===== src/rtl/clk_div_multi.sv =====
// rtl/clk_div_multi.sv - multi-channel run-time programmable clock divider with tick outputs
//
// Parameters:
//   CHANNELS  number of independent divider channels (>= 1)
//   CNT_W     ratio/counter width (>= 2); largest ratio is 2^CNT_W-1
// Ports:
//   clk        system clock, all state on its rising edge
//   reset      asynchronous active-low reset
//   en         per-channel run enable
//   sync       restarts every channel's period on the same edge
//   div_ratio  requested ratio, channel i in bits [i*CNT_W +: CNT_W]
//   clk_out    registered divided clock level, high for floor(R/2) cycles
//   tick       registered one-cycle pulse on the first cycle of each period
//   ratio_act  active ratio per channel (present only with CLK_DIV_RB_EN)
// Optional feature macro: CLK_DIV_RB_EN adds the ratio_act readback port.
module clk_div_multi #(
  parameter int CHANNELS = 4,
  parameter int CNT_W    = 8
) (
  input  logic                      clk,
  input  logic                      reset,
  input  logic [CHANNELS-1:0]       en,
  input  logic                      sync,
  input  logic [CHANNELS*CNT_W-1:0] div_ratio,
  output logic [CHANNELS-1:0]       clk_out,
  output logic [CHANNELS-1:0]       tick
`ifdef CLK_DIV_RB_EN
  ,
  output logic [CHANNELS*CNT_W-1:0] ratio_act
`endif
);

  for (genvar i = 0; i < CHANNELS; i++) begin : g_ch
    logic [CNT_W-1:0] cnt;
    logic [CNT_W-1:0] ratio_q;
    logic [CNT_W-1:0] req;
    logic [CNT_W-1:0] req_san;
    logic [CNT_W-1:0] cnt_nxt;
    logic             wrap;
    logic             clk_q;
    logic             tick_q;

    assign req     = div_ratio[i*CNT_W +: CNT_W];
    // Ratios 0 and 1 cannot produce a two-phase clock, so they run as /2.
    assign req_san = (req < CNT_W'(2)) ? CNT_W'(2) : req;
    assign cnt_nxt = cnt + 1'b1;
    // sync forces a period restart even on a disabled channel.
    assign wrap    = sync | (en[i] & (cnt == ratio_q - 1'b1));

    // Reset parks cnt at ratio_q-1 so the first enabled edge is a wrap.
    always_ff @(posedge clk or negedge reset) begin
      if (!reset) begin
        ratio_q <= CNT_W'(2);
        cnt     <= CNT_W'(1);
        clk_q   <= 1'b0;
        tick_q  <= 1'b0;
      end else if (wrap) begin
        cnt     <= '0;
        ratio_q <= req_san;
        clk_q   <= 1'b1;
        tick_q  <= 1'b1;
      end else if (en[i]) begin
        cnt     <= cnt_nxt;
        clk_q   <= (cnt_nxt < (ratio_q >> 1));
        tick_q  <= 1'b0;
      end else begin
        tick_q  <= 1'b0;
      end
    end

    assign clk_out[i] = clk_q;
    assign tick[i]    = tick_q;
`ifdef CLK_DIV_RB_EN
    assign ratio_act[i*CNT_W +: CNT_W] = ratio_q;
`endif
  end

endmodule


===== config.mk =====
export PLATFORM = sky130hd
export DESIGN_NAME = clk_div_multi
export DESIGN_NICKNAME = d
export VERILOG_FILES = /design/src/rtl/clk_div_multi.sv
export SDC_FILE = /design/constraint.sdc
export NUM_CORES = 1
export LEC_CHECK = 0
export ABC_AREA = 1
export CAP_MARGIN = 20
export CELL_PAD_IN_SITES_DETAIL_PLACEMENT = 1
export CELL_PAD_IN_SITES_GLOBAL_PLACEMENT = 2
export CORE_UTILIZATION = 30
export CTS_BUF_LIST = sky130_fd_sc_hd__clkbuf_16
export DETAILED_ROUTE_END_ITERATION = 12
export PLACE_DENSITY_LB_ADDON = 0.08
export SETUP_SLACK_MARGIN = 0.15
export SYNTH_ARGS = -nofsm -noshare
export SYNTH_HDL_FRONTEND = slang
export SYNTH_SLANG_ARGS = --single-unit

===== constraint.sdc =====
create_clock -name clk -period 1.9 [get_ports clk]
set_clock_uncertainty 0.1 [all_clocks]
set_input_delay 0.38 -clock clk [delete_from_list [all_inputs] [get_ports clk]]
set_output_delay 0.38 -clock clk [all_outputs]
set_load 0.01 [all_outputs]

; ---- Yosys cells after proc, flatten, opt, wreduce, memory -nomap -nowiden
; Index checks and enable logic that the tools add are counted.
[classes]
addsub = 8
magnitude_cmp = 8
eq_ne = 4
mux = 24
n_bitwise = 8
n_reduce_logical = 4
[op_table]
columns = cell, n
row1 = 2-to-1 mux 8 bit, 12
row2 = adder 8 x 1 -> 8 bit (second input constant), 4
row3 = == test 8 bit, 4
row4 = < comparator 8 x 2 -> 1 bit (second input constant), 4
row5 = < comparator 8 x 7 -> 1 bit, 4
row6 = subtractor 8 x 1 -> 8 bit (second input constant), 4
row7 = 2-to-1 mux 1 bit, 12
row8 = nonzero test 2 bit, 4
row9 = AND 1 bit, 4
row10 = OR 1 bit, 4
[totals]
ff_bits = 72
in_bits = 39

; ---- Longest topological paths before layout
[logic_depth]
ltp_word = 5
mapped_depth = 14
mapped_depth_nobuf = 14

; ---- Worst setup path before layout
; No wires, ideal clock.
[synth_timing]
path_type = reg2reg
startpoint = register g_ch[3].cnt[0]
endpoint = register g_ch[3].clk_q
setup_ps = 140
t_arrival_ps = 1739
setup_slack_ps = -79
path_stages_with_launch = 14
n_path_buf = 0
synth_period_minus_slack_ps = 1979
cell_sequence = dfstp_2 > inv_1 > nor2_1 > nand3_1 > xor2_1 > inv_1 > ha_1 > nand2_1 > inv_1 > nand2_1 > nand2_1 > nand2_1 > nand2_1 > nand4_1
[synth_via]
elab_chain_cells = 4
elab_cells_between_ends = 8
classes_between = add/sub: 1 / order compare: 1 / eq/ne: 1 / mux: 2 / bitwise: 2 / reduce/logical: 1
[synth_lines]
columns = item, line
row1 = "start, declared", 34  ; logic [CNT_W-1:0] cnt;
row2 = "start signal, assigned", 63  ; cnt <= cnt_nxt;
row3 = adder 8 x 1 -> 8 bit / == test 8 bit (equally long branches), "46, 48"
row4 = < comparator 8 x 7 -> 1 bit / AND 1 bit (equally long branches), "64, 48"
row5 = 2-to-1 mux 1 bit / OR 1 bit (equally long branches), "62, 48"
row6 = 2-to-1 mux 1 bit / nonzero test 2 bit (equally long branches), -
row7 = "end signal, assigned", 64  ; clk_q <= (cnt_nxt < (ratio_q >> 1));
row8 = "end, declared", 40  ; logic clk_q;
; Several ways; a longest one is shown, not always the timed one. The select of a mux whose other input is x is not followed.
; A chain may end at the register's enable or synchronous reset.

; ---- Worst setup path after layout
[layout_timing]
startpoint = register g_ch[1].cnt[0]
endpoint = register g_ch[1].clk_q
[layout_via]
elab_chain_cells = 4
elab_cells_between_ends = 8
classes_between = add/sub: 1 / order compare: 1 / eq/ne: 1 / mux: 2 / bitwise: 2 / reduce/logical: 1
[layout_lines]
columns = item, line
row1 = "start, declared", 34
row2 = "start signal, assigned", 63
row3 = adder 8 x 1 -> 8 bit / == test 8 bit (equally long branches), "46, 48"
row4 = < comparator 8 x 7 -> 1 bit / AND 1 bit (equally long branches), "64, 48"
row5 = 2-to-1 mux 1 bit / OR 1 bit (equally long branches), "62, 48"
row6 = 2-to-1 mux 1 bit / nonzero test 2 bit (equally long branches), -
row7 = "end signal, assigned", 64
row8 = "end, declared", 40
; Several ways; a longest one is shown, not always the timed one. The select of a mux whose other input is x is not followed.

==> flow_summary.json <==
{
  "ios": 47,
  "rsz0062_at_grt": "true",
  "drt_first_pass_iters": 4,
  "overflow": 0,
  "design_area_mm2": 0.00730,
  "syn_inst": 824,
  "hpwl_mm": 12.8,
  "fmax_ghz": 0.495,
  "reg2reg_slack_ns": -0.12,
  "place_congestion": 0.793,
  "violations": "setup timing",
  "syn_area_per_cell_um2": 6.69,
  "start_util": 0.307,
  "cts_buffers": 9,
  "htreeDepth": 3,
  "synth_nets": 895,
  "status": "complete, but fails checks",
  "slew_violations": 0,
  "grt_usage": 0.186,
  "grt_start_max_net_pins": 41,
  "drc": 0,
  "ys_seq_area_frac": 0.329,
  "layout_commonest_cell": "nand2_1",
  "finalSetupViolCount": 62,
  "final_core_util": 0.406,
  "tightest_slew_ns": 0.419,
  "start_kind": "flop",
  "antenna_found_initial": 0,
  "cts-root-buf": "clkbuf_16",
  "clock_path_buffers": 2,
  "fin_crit_ns": 2.02,
  "area_growth_pct": 32.4,
  "syn_area_mm2": 0.00551,
  "drt-vias-per-instance": 4.62,
  "reg2reg_to": "g_ch[1].clk_q",
  "setup_tns_ns": -1.58,
  "clk_transition_reported_paths_ns": 0.07,
  "max_slew_margin": 0.720,
  "worst_ep_required_time_ns": 2.02,
  "nets": 999,
  "worstPathMaxFanout": 3,
  "ir_drop_uv": 483,
  "clk_latency_ns": 0.34,
  "timing.final.ws_setup_ns": -0.120,
  "leakagePower_nw": 3.82,
  "ys_seq_elements": 72,
  "fin_crit_sh": 1.06,
  "row_count": 49,
  "criticalPathCategory": "reg2reg",
  "vias": 5373,
  "cp.arrival_ns": 2.14,
  "postPlaceCellArea_mm2": 0.00666,
  "r2r_start": "g_ch[1].cnt[0]",
  "pre_cts_ws_ns": -0.217,
  "cts_tree": "built",
  "die_w_um": 138,
  "drt_iter0_drc": 142,
  "drive_gt1_frac": 0.211,
  "ant_nets": 0,
  "worst_setup_path_end_kind": "flop",
  "die_y_um": 138,
  "diodes": 0,
  "startpoint": "g_ch[1].cnt[0]",
  "detail_route.wl_per_cell_um": 14.3,
  "maxCapViolations": 0,
  "yosys_warnings": 0,
  "port_buffers": 46,
  "final_cell_mix": "nand2_1, inv_1, nand3_1",
  "dieArea_mm2": 0.0189,
  "grt_pass1_vias": 5688,
  "hold_viol": 0,
  "yosysUniqueCellTypes": 30,
  "cts.sinks": 72,
  "wl_mm": 16.6,
  "fp.coreArea_mm2": 0.0180,
  "power_density_mw_per_mm2": 698,
  "hold_class": "in2async",
  "endpoint": "g_ch[1].clk_q",
  "grt_first_pass_wirelength_mm": 27.3,
  "reg2reg_depth": 13
}
-- registers in the layout (all words and copies together) (netlist names) --
name / count
g_ch.clk_q: 4
g_ch.cnt: 32
g_ch.ratio_q: 32
g_ch.tick_q: 4
-- per-layer routing --
metal / track usage / share of wire / vias to the layer above
met5: 0 / 0 / -
met4: 0.0604 / 0.013 / 0
met3: 0.0210 / 0.020 / 11
met2: 0.332 / 0.50 / 47
met1: 0.231 / 0.47 / 2580
li1: - / - / 2735
-- cell usage after synthesis (all sizes together) --
cell	count	area (um2)
ha	32	400
nor2	94	413
xor2	22	193
nand2	308	1210
xnor2	10	87.6
nand3b	3	22.5
clkbuf	4	15.0
nand4	9	56.3
buf	21	151
inv	117	439
dfrtp	64	1600
mux2i	5	50.1
a21oi	8	40.0
o21ai	31	155
nor3	2	10.0
nand3	78	403
dfstp	8	210
or2	4	25.0
nor4	4	25.0
-- where the power goes --
| part | total, W | switching, W | internal [W] |
|---|---|---|---|
| Clock | 0.00187 | 0.000724 | 0.00114 |
| Sequential | 0.00182 | 0.000155 | 0.00166 |
| Combinational | 0.00141 | 0.000788 | 0.000620 |
-- final cells by class --
type                    instances  area (um2)
clock buffers                   9         225
clock inverters                 7        88.8
fillers                      2256       10700
inverters                     117         439
multi-input cells             610        3380
flip-flops and latches         72        1810
well taps                     229         287
repair buffers                118        1070
-- how the worst min path moves through the flow --
stage / endpoint / slack, ns / cells past startpoint
after floorplan: g_ch[0].clk_q / -0.02 / 0
after global placement: g_ch[3].clk_q / 0.24 / 1
after detailed placement: g_ch[3].cnt[5] / 0.25 / 1
after CTS: g_ch[3].cnt[4] / 0.42 / 2
after global routing: g_ch[2].clk_q / 0.44 / 2
final: g_ch[3].cnt[4] / 0.41 / 2
-- kinds of logic after synthesis --
kind of cell / Yosys count / share of synthesized area
compound gates: 39 / 0.0354
simple gates: 502 / 0.393
mux: 5 / 0.00908
flops: 72 / 0.329
xor+xnor: 32 / 0.0508
buf+inv: 142 / 0.110
fa+ha+maj: 32 / 0.0726
-- what timing repair did --
item / in CTS / in global routing
gates resized for setup: 23 / 25
setup endpoints to repair: 74 / 75
pin swaps: 22 / 18
hold buffers: 1 / 0
endpoints found under the hold margin: 22 / 0
buffers inserted: 10 / 4
-- metrics by stage --
stage | hold slack (ns) | power (W) | cells
floorplan | -0.0156 | 0.00267 | 824
detailed placement | 0.249 | 0.00318 | 1131
global route | 0.445 | 0.00543 | 1162
finish | 0.415 | 0.00509 | 1162
global placement | 0.243 | 0.00313 | 1131
CTS | 0.420 | 0.00514 | 1158
-- critical path, cell delays in order, from the launching register on --
cell and delay [ns]:
dfstp_2 0.56, nand2_2 0.07, nor2_4 0.14, nand3_2 0.10
xor2_2 0.17, inv_1 0.09, ha_4 0.27, nand2_1 0.05
inv_1 0.05, nand2_1 0.05, nand2_1 0.07, nand2_1 0.06
nand2_1 0.06, nand4_1 0.07
(Power assumes the default switching activity.)
